### src/rtl/pipe_pkg.sv
// Shared widths, register-zero constant and forwarding codes for the
// write-back / decode operand path.
package pipe_pkg;

    localparam int DATA_W = 32;
    localparam int RN_W   = 5;

    localparam logic [RN_W-1:0] REG_ZERO = 5'd0;

    typedef enum logic [1:0] {
        FWD_RF   = 2'b00,
        FWD_EALU = 2'b01,
        FWD_MALU = 2'b10,
        FWD_MMO  = 2'b11
    } fwd_t;

    // Priority: E-stage ALU result, then M-stage ALU result, then M-stage load
    // data; a load still in E cannot be forwarded and is covered by the stall.
    function automatic fwd_t fwd_sel(
        input logic [RN_W-1:0] src,
        input logic            ewreg,
        input logic            em2reg,
        input logic [RN_W-1:0] ern,
        input logic            mwreg,
        input logic            mm2reg,
        input logic [RN_W-1:0] mrn
    );
        fwd_t sel;
        sel = FWD_RF;
        if (src != REG_ZERO) begin
            if (ewreg && (ern == src) && !em2reg)
                sel = FWD_EALU;
            else if (mwreg && (mrn == src))
                sel = mm2reg ? FWD_MMO : FWD_MALU;
        end
        return sel;
    endfunction

endpackage

### src/rtl/regfile32.sv
// 32x32 register file: entry 0 hard-wired to zero, synchronous clear,
// one write port and two combinational read ports with write-through.
module regfile32
    import pipe_pkg::*;
(
    input  logic              clock,
    input  logic              resetn,
    input  logic              we,
    input  logic [RN_W-1:0]   wn,
    input  logic [DATA_W-1:0] wd,
    input  logic [RN_W-1:0]   ra,
    input  logic [RN_W-1:0]   rb,
    output logic [DATA_W-1:0] qa,
    output logic [DATA_W-1:0] qb
);

    logic [DATA_W-1:0] rf_reg [32];
    logic              wr_en;

    assign wr_en = we && (wn != REG_ZERO);

    generate
        for (genvar gi = 0; gi < 32; gi++) begin : g_entry
            if (gi == 0) begin : g_zero
                always_ff @(posedge clock) begin
                    rf_reg[gi] <= '0;
                end
            end else begin : g_reg
                always_ff @(posedge clock) begin
                    if (!resetn)
                        rf_reg[gi] <= '0;
                    else if (wr_en && (wn == RN_W'(gi)))
                        rf_reg[gi] <= wd;
                end
            end
        end
    endgenerate

    // Write-through lets decode see the value W is committing this cycle.
    always_comb begin
        qa = rf_reg[ra];
        qb = rf_reg[rb];
        if (wr_en && (wn == ra)) qa = wd;
        if (wr_en && (wn == rb)) qb = wd;
        if (ra == REG_ZERO) qa = '0;
        if (rb == REG_ZERO) qb = '0;
    end

endmodule

### src/rtl/pipe_wb_regfile.sv
// Write-back mux, register file and decode-stage operand forwarding with
// load-use stall detection.
module pipe_wb_regfile
    import pipe_pkg::*;
(
    input  logic              clock,
    input  logic              resetn,
    input  logic              wwreg,
    input  logic              wm2reg,
    input  logic [DATA_W-1:0] wmo,
    input  logic [DATA_W-1:0] walu,
    input  logic [RN_W-1:0]   wrn,
    input  logic              mwreg,
    input  logic              mm2reg,
    input  logic [DATA_W-1:0] mmo,
    input  logic [DATA_W-1:0] malu,
    input  logic [RN_W-1:0]   mrn,
    input  logic              ewreg,
    input  logic              em2reg,
    input  logic [DATA_W-1:0] ealu,
    input  logic [RN_W-1:0]   ern,
    input  logic [RN_W-1:0]   rs,
    input  logic [RN_W-1:0]   rt,
    input  logic              users,
    input  logic              usert,
    output logic [DATA_W-1:0] wdi,
    output logic [DATA_W-1:0] da,
    output logic [DATA_W-1:0] db,
    output logic [1:0]        fwda,
    output logic [1:0]        fwdb,
    output logic              stall
);

    logic [DATA_W-1:0] rf_q [2];
    logic [RN_W-1:0]   src [2];
    logic [DATA_W-1:0] opnd [2];
    fwd_t              sel [2];

    assign wdi    = wm2reg ? wmo : walu;
    assign src[0] = rs;
    assign src[1] = rt;

    regfile32 u_rf (
        .clock  (clock),
        .resetn (resetn),
        .we     (wwreg),
        .wn     (wrn),
        .wd     (wdi),
        .ra     (rs),
        .rb     (rt),
        .qa     (rf_q[0]),
        .qb     (rf_q[1])
    );

    generate
        for (genvar gi = 0; gi < 2; gi++) begin : g_opnd
            assign sel[gi] = fwd_sel(src[gi], ewreg, em2reg, ern, mwreg, mm2reg, mrn);

            always_comb begin
                opnd[gi] = rf_q[gi];
                case (sel[gi])
                    FWD_EALU: opnd[gi] = ealu;
                    FWD_MALU: opnd[gi] = malu;
                    FWD_MMO:  opnd[gi] = mmo;
                    default:  opnd[gi] = rf_q[gi];
                endcase
            end
        end
    endgenerate

    assign da   = opnd[0];
    assign db   = opnd[1];
    assign fwda = sel[0];
    assign fwdb = sel[1];

    assign stall = ewreg && em2reg && (ern != REG_ZERO) &&
                   ((users && (ern == rs)) || (usert && (ern == rt)));

endmodule
### config.mk
export PLATFORM = sky130hd
export DESIGN_NAME = pipe_wb_regfile
export DESIGN_NICKNAME = d
export VERILOG_FILES = /design/src/rtl/pipe_pkg.sv /design/src/rtl/regfile32.sv /design/src/rtl/pipe_wb_regfile.sv
export SDC_FILE = /design/constraint.sdc
export NUM_CORES = 2
export LEC_CHECK = 0
export BUFFER_PORTS_ARGS = -buffer_cell sky130_fd_sc_hd__buf_2
export CAP_MARGIN = 20
export CORE_MARGIN = 2
export CORE_UTILIZATION = 40
export CTS_CLUSTER_SIZE = 20
export DETAILED_ROUTE_END_ITERATION = 10
export HOLD_SLACK_MARGIN = 0.06
export PLACE_DENSITY = 0.54
export SYNTH_ARGS = -nofsm -noshare
export SYNTH_HDL_FRONTEND = slang
export SYNTH_SLANG_ARGS = --single-unit
### constraint.sdc
create_clock -name clock -period 4.8 [get_ports clock]
set_clock_uncertainty 0.15 [all_clocks]
set_input_delay 0.96 -clock clock [delete_from_list [all_inputs] [get_ports clock]]
set_output_delay 0.96 -clock clock [all_outputs]
set_load 0.03 [all_outputs]
==> results <==
- The maximum buffer depth of the clock tree is 3.
- The largest net degree at the start of global routing is 44.
- The CTS root buffer is clkbuf_16.
- Measured on the finished design, the core utilization comes to 47.82%.
- By instance count, the leading cell after synthesis is nor2_1.
- The quantity of I/O buffers inserted on ports is 295.
- Ranked by total cell area, the synthesized netlist is headed by edfxtp_1 (55%), mux4_2 (15%), nor2_1 (7.5%), mux2i_1 (5.7%), clkbuf_1 (1.9%).
- The count of maximum capacitance violations is 0.
- The worst hold slack is roughly 0.7 ns.
- At the end of routability-driven placement, the weighted congestion stood at approximately 0.97.
- STA classifies the critical path endpoint as a primary output.
- The run finished with clean final reports.
- The highest ir drop seen on vdd is 0.2975 mV.
- The worst hold path passes through 4 cells.
- In this run, the combinational gates consume 17.4% of the power.
- The initial antenna violation count came to 15.
- The H-tree depth is 3.
- When the netlist entered floorplanning its net count stood at 4343.
- The number of I/O pins is about 300.
- The synthesized netlist occupies a cell area of 53880 µm².
- The part of the power in registers is 45.1%.
- The number of global-route vias before repair is 40566.
- The largest fanout of any net on the critical path is 27.
- The flip-flop and latch count after synthesis is 992.
- Setup violations remaining at the end of the flow were counted as 0.
- The number of library cell types mapped by synthesis is 58.
- The total wirelength of the detailed-routed design is about 240000 µm.
- In the synthesized netlist the dominant register cell turns out to be edfxtp_1.
- In the final layout, the share of cells above drive strength 1 is 30.91%.
- The critical path is of the in2out type.
- The kind of start point of the critical path is an input pin.
- In this run the power spent charging and discharging nets is 6.411 mW.
- Dividing the final minimum period by the clock period gives 99.89%.
- TritonCTS built the clock tree.
- The first global-routing pass estimated 326600 µm of wire.
- The final-stage net count is 4703.
- The required time at the worst-slack endpoint is 3.69 ns.
- The transition at the pin with the smallest max-transition slack is between 1 and 1.5 ns.
- The initial detailed-routing violation count is 6708.
- The worst hold path begins at walu[12].
- The floorplan has 134 rows.
- The time the worst path needs with I/O delays and setup is 4.795 ns.
- The total via count in the routed design is 42219.
- Clock-pin slew was measured on the worst setup and hold paths at 0.07 ns.
- The total track usage is 34.39%.
- The core footprint is 133600 µm².
- For this run, design rule violations remaining after detail routing come to 0.
- Dividing the detail-routed wire length by the instance count gives 37.59 µm.
- The sum of net half-perimeters after detailed placement is 161000 µm.
- The headroom to the max-slew limit is 23.92%.
- Setup repair after global routing left no endpoint under its margin.
- The total power density per cell area is 356.4 nW/µm².
- The number of nets with antenna violations after routing is 0.
- Buffers inserted during clock tree synthesis total 110.
- The number of slew-limit violations in the final report is 0.
- Net switching is 28.15% of the power.
- The floorplan die width is 371.0 µm.
- Once the clock tree was built, the setup fixing pass inserted 0 buffers.
- The number of synthesis warnings is 0.
- The die covers between 100000 and 150000 µm².
- The type of the tightest min-delay check is in2reg.
- The first detailed-routing pass took 6 iterations.
- Dividing the detail-routed via count by the number of cells gives 6.629.
- The data arrival time of the critical path is 3.68 ns.
- The sequential element share of the synthesized area is 55.29%.
- edfxtp_1 takes more of the synthesized area than any other cell.
- In this run the vertical extent of the chip is about 370 µm.
- The share of flip-flops with an asynchronous set or reset is 0%.
- The mean area per synthesized cell is about 13 µm².
- The global-route congestion overflow total is 0.
- The number of hold buffers added after cts is 0.
- The initial utilization of the core area, before any placement, comes to 40.32%.
- The gate count after technology mapping is 4148.
- The synthesized design devotes to its leading area cell type between 50% and 60% of total area.
- The total clock sinks is 992.
- For this run, the top clock speed supported by timing is 208.6 MHz.
- The internal power of the cells is 16.36 mW.
- The final count of hold timing violations is 0.
- The power share of the clock group is 37.4%.
- The number of synthesized flops with an enable pin is 992.
- The endpoint with the worst hold slack is u_rf.rf_reg[13][12].
- From synthesis to final layout, the design area changed by 18.60%.
- The register with the most flip-flops in the layout has approximately 1000 of them.
- By count the netlist is led by nor2_1 (1082), edfxtp_1 (992), mux4_2 (368), mux2i_1 (305), clkbuf_1 (278).
- The final sum of negative setup slack is 0 ns.
- The leakage power total is 23.36 nW.
[cells in the final DEF (no fill, tap or decap), types with 41 or more instances in the layout]
cell       synthesis  final
nand2_1          161    132
mux2i_1          305    273
o22ai_1           65     65
a22oi_1          134    134
mux4_2           368    368
buf_2             84    286
nor2_1          1082   1078
buf_4             39    326
nor2b_1           45     41
buf_12             2     66
edfxtp_1         992    992
mux2_2            85     85
clkbuf_16          0    113
[per-stage QoR]
stage / power [mW] / worst slack [ns] / cell area (µm²) / instances
4_1_cts: 22.69 / 0.002311 / 63820 / 6365
3_3_place_gp: 14.26 / -0.4963 / 60200 / 6162
6_report: 22.78 / 0.005074 / 63900 / 6369
3_5_place_dp: 14.30 / -0.5011 / 60210 / 6164
5_1_grt: 23.26 / 0.01896 / 63890 / 6365
2_1_floorplan: 12.49 / 0.3256 / 53880 / 4148
[cells by family (layout without fill, tap and decap cells)]
group | Yosys count | in the layout | synth area share [%]
buf+inv | 474 | 923 | 4.057
compound gates | 475 | 475 | 6.537
simple gates | 1414 | 1414 | 10.56
other cells | 0 | 4 | 0
flops | 992 | 992 | 55.29
mux | 763 | 763 | 23.07
xor+xnor | 30 | 30 | 0.4877
[power by group through the flow]
stage	combinational [mW]	sequential (mW)	clock (mW)
2_1_floorplan	2.13	10.4	0
3_3_place_gp	3.84	10.4	0
3_5_place_dp	3.85	10.4	0
4_1_cts	3.88	10.3	8.55
5_1_grt	4.06	10.3	8.88
6_report	3.97	10.3	8.53
[cell type report]
| type | instances | area [µm²] |
|---|---|---|
| Antenna cell | 4 | 10.01 |
| Clock buffer | 135 | 2910 |
| Clock inverter | 66 | 614.3 |
| Fill cell | 11854 | 69730 |
| Inverter | 37 | 138.9 |
| Multi-Input combinational cell | 2682 | 22940 |
| Sequential cell | 992 | 29790 |
| Tap cell | 1768 | 2212 |
| Timing Repair Buffer | 685 | 5286 |
[timing repair]
action                                  in CTS  in global routing
endpoints found under the setup margin       8                  9
resized for setup                           15                 11
cloned                                       0                  0
[per-layer routing]
metal  routed length, µm  part of all wire (%)  global-route usage (%)  vias up
met5                 246                  0.10                       0        -
li1                    -                     -                       -    16552
met3               31390                    13                   9.003      635
met1               89510                    37                   46.52    21639
met2              103200                    43                   50.86     3383
met4               15030                   6.3                   18.16       10
[how the worst max path moves through the flow]
stage                          to   start  slack, ns  depth (start not counted)
6_report                    da[2]   rs[1]      0.005                          9
3_5_place_dp               db[23]   rt[1]      -0.50                         12
5_1_grt                     db[2]   rt[0]       0.02                         11
3_3_place_gp               db[23]   rt[1]      -0.50                         12
4_1_cts                     db[3]   rt[1]      0.002                          9
2_1_floorplan  u_rf.rf_reg[12][0]  wrn[4]       0.33                          4
[critical path: stages]
cell,delay (ns)
buf_8,0.24
buf_12,0.28
buf_4,0.19
mux2_2,0.33
a22oi_1,0.29
o21ai_0,0.19
a211oi_1,0.66
o221ai_1,0.24
buf_2,0.24
Power figures use the tool's default switching activity.
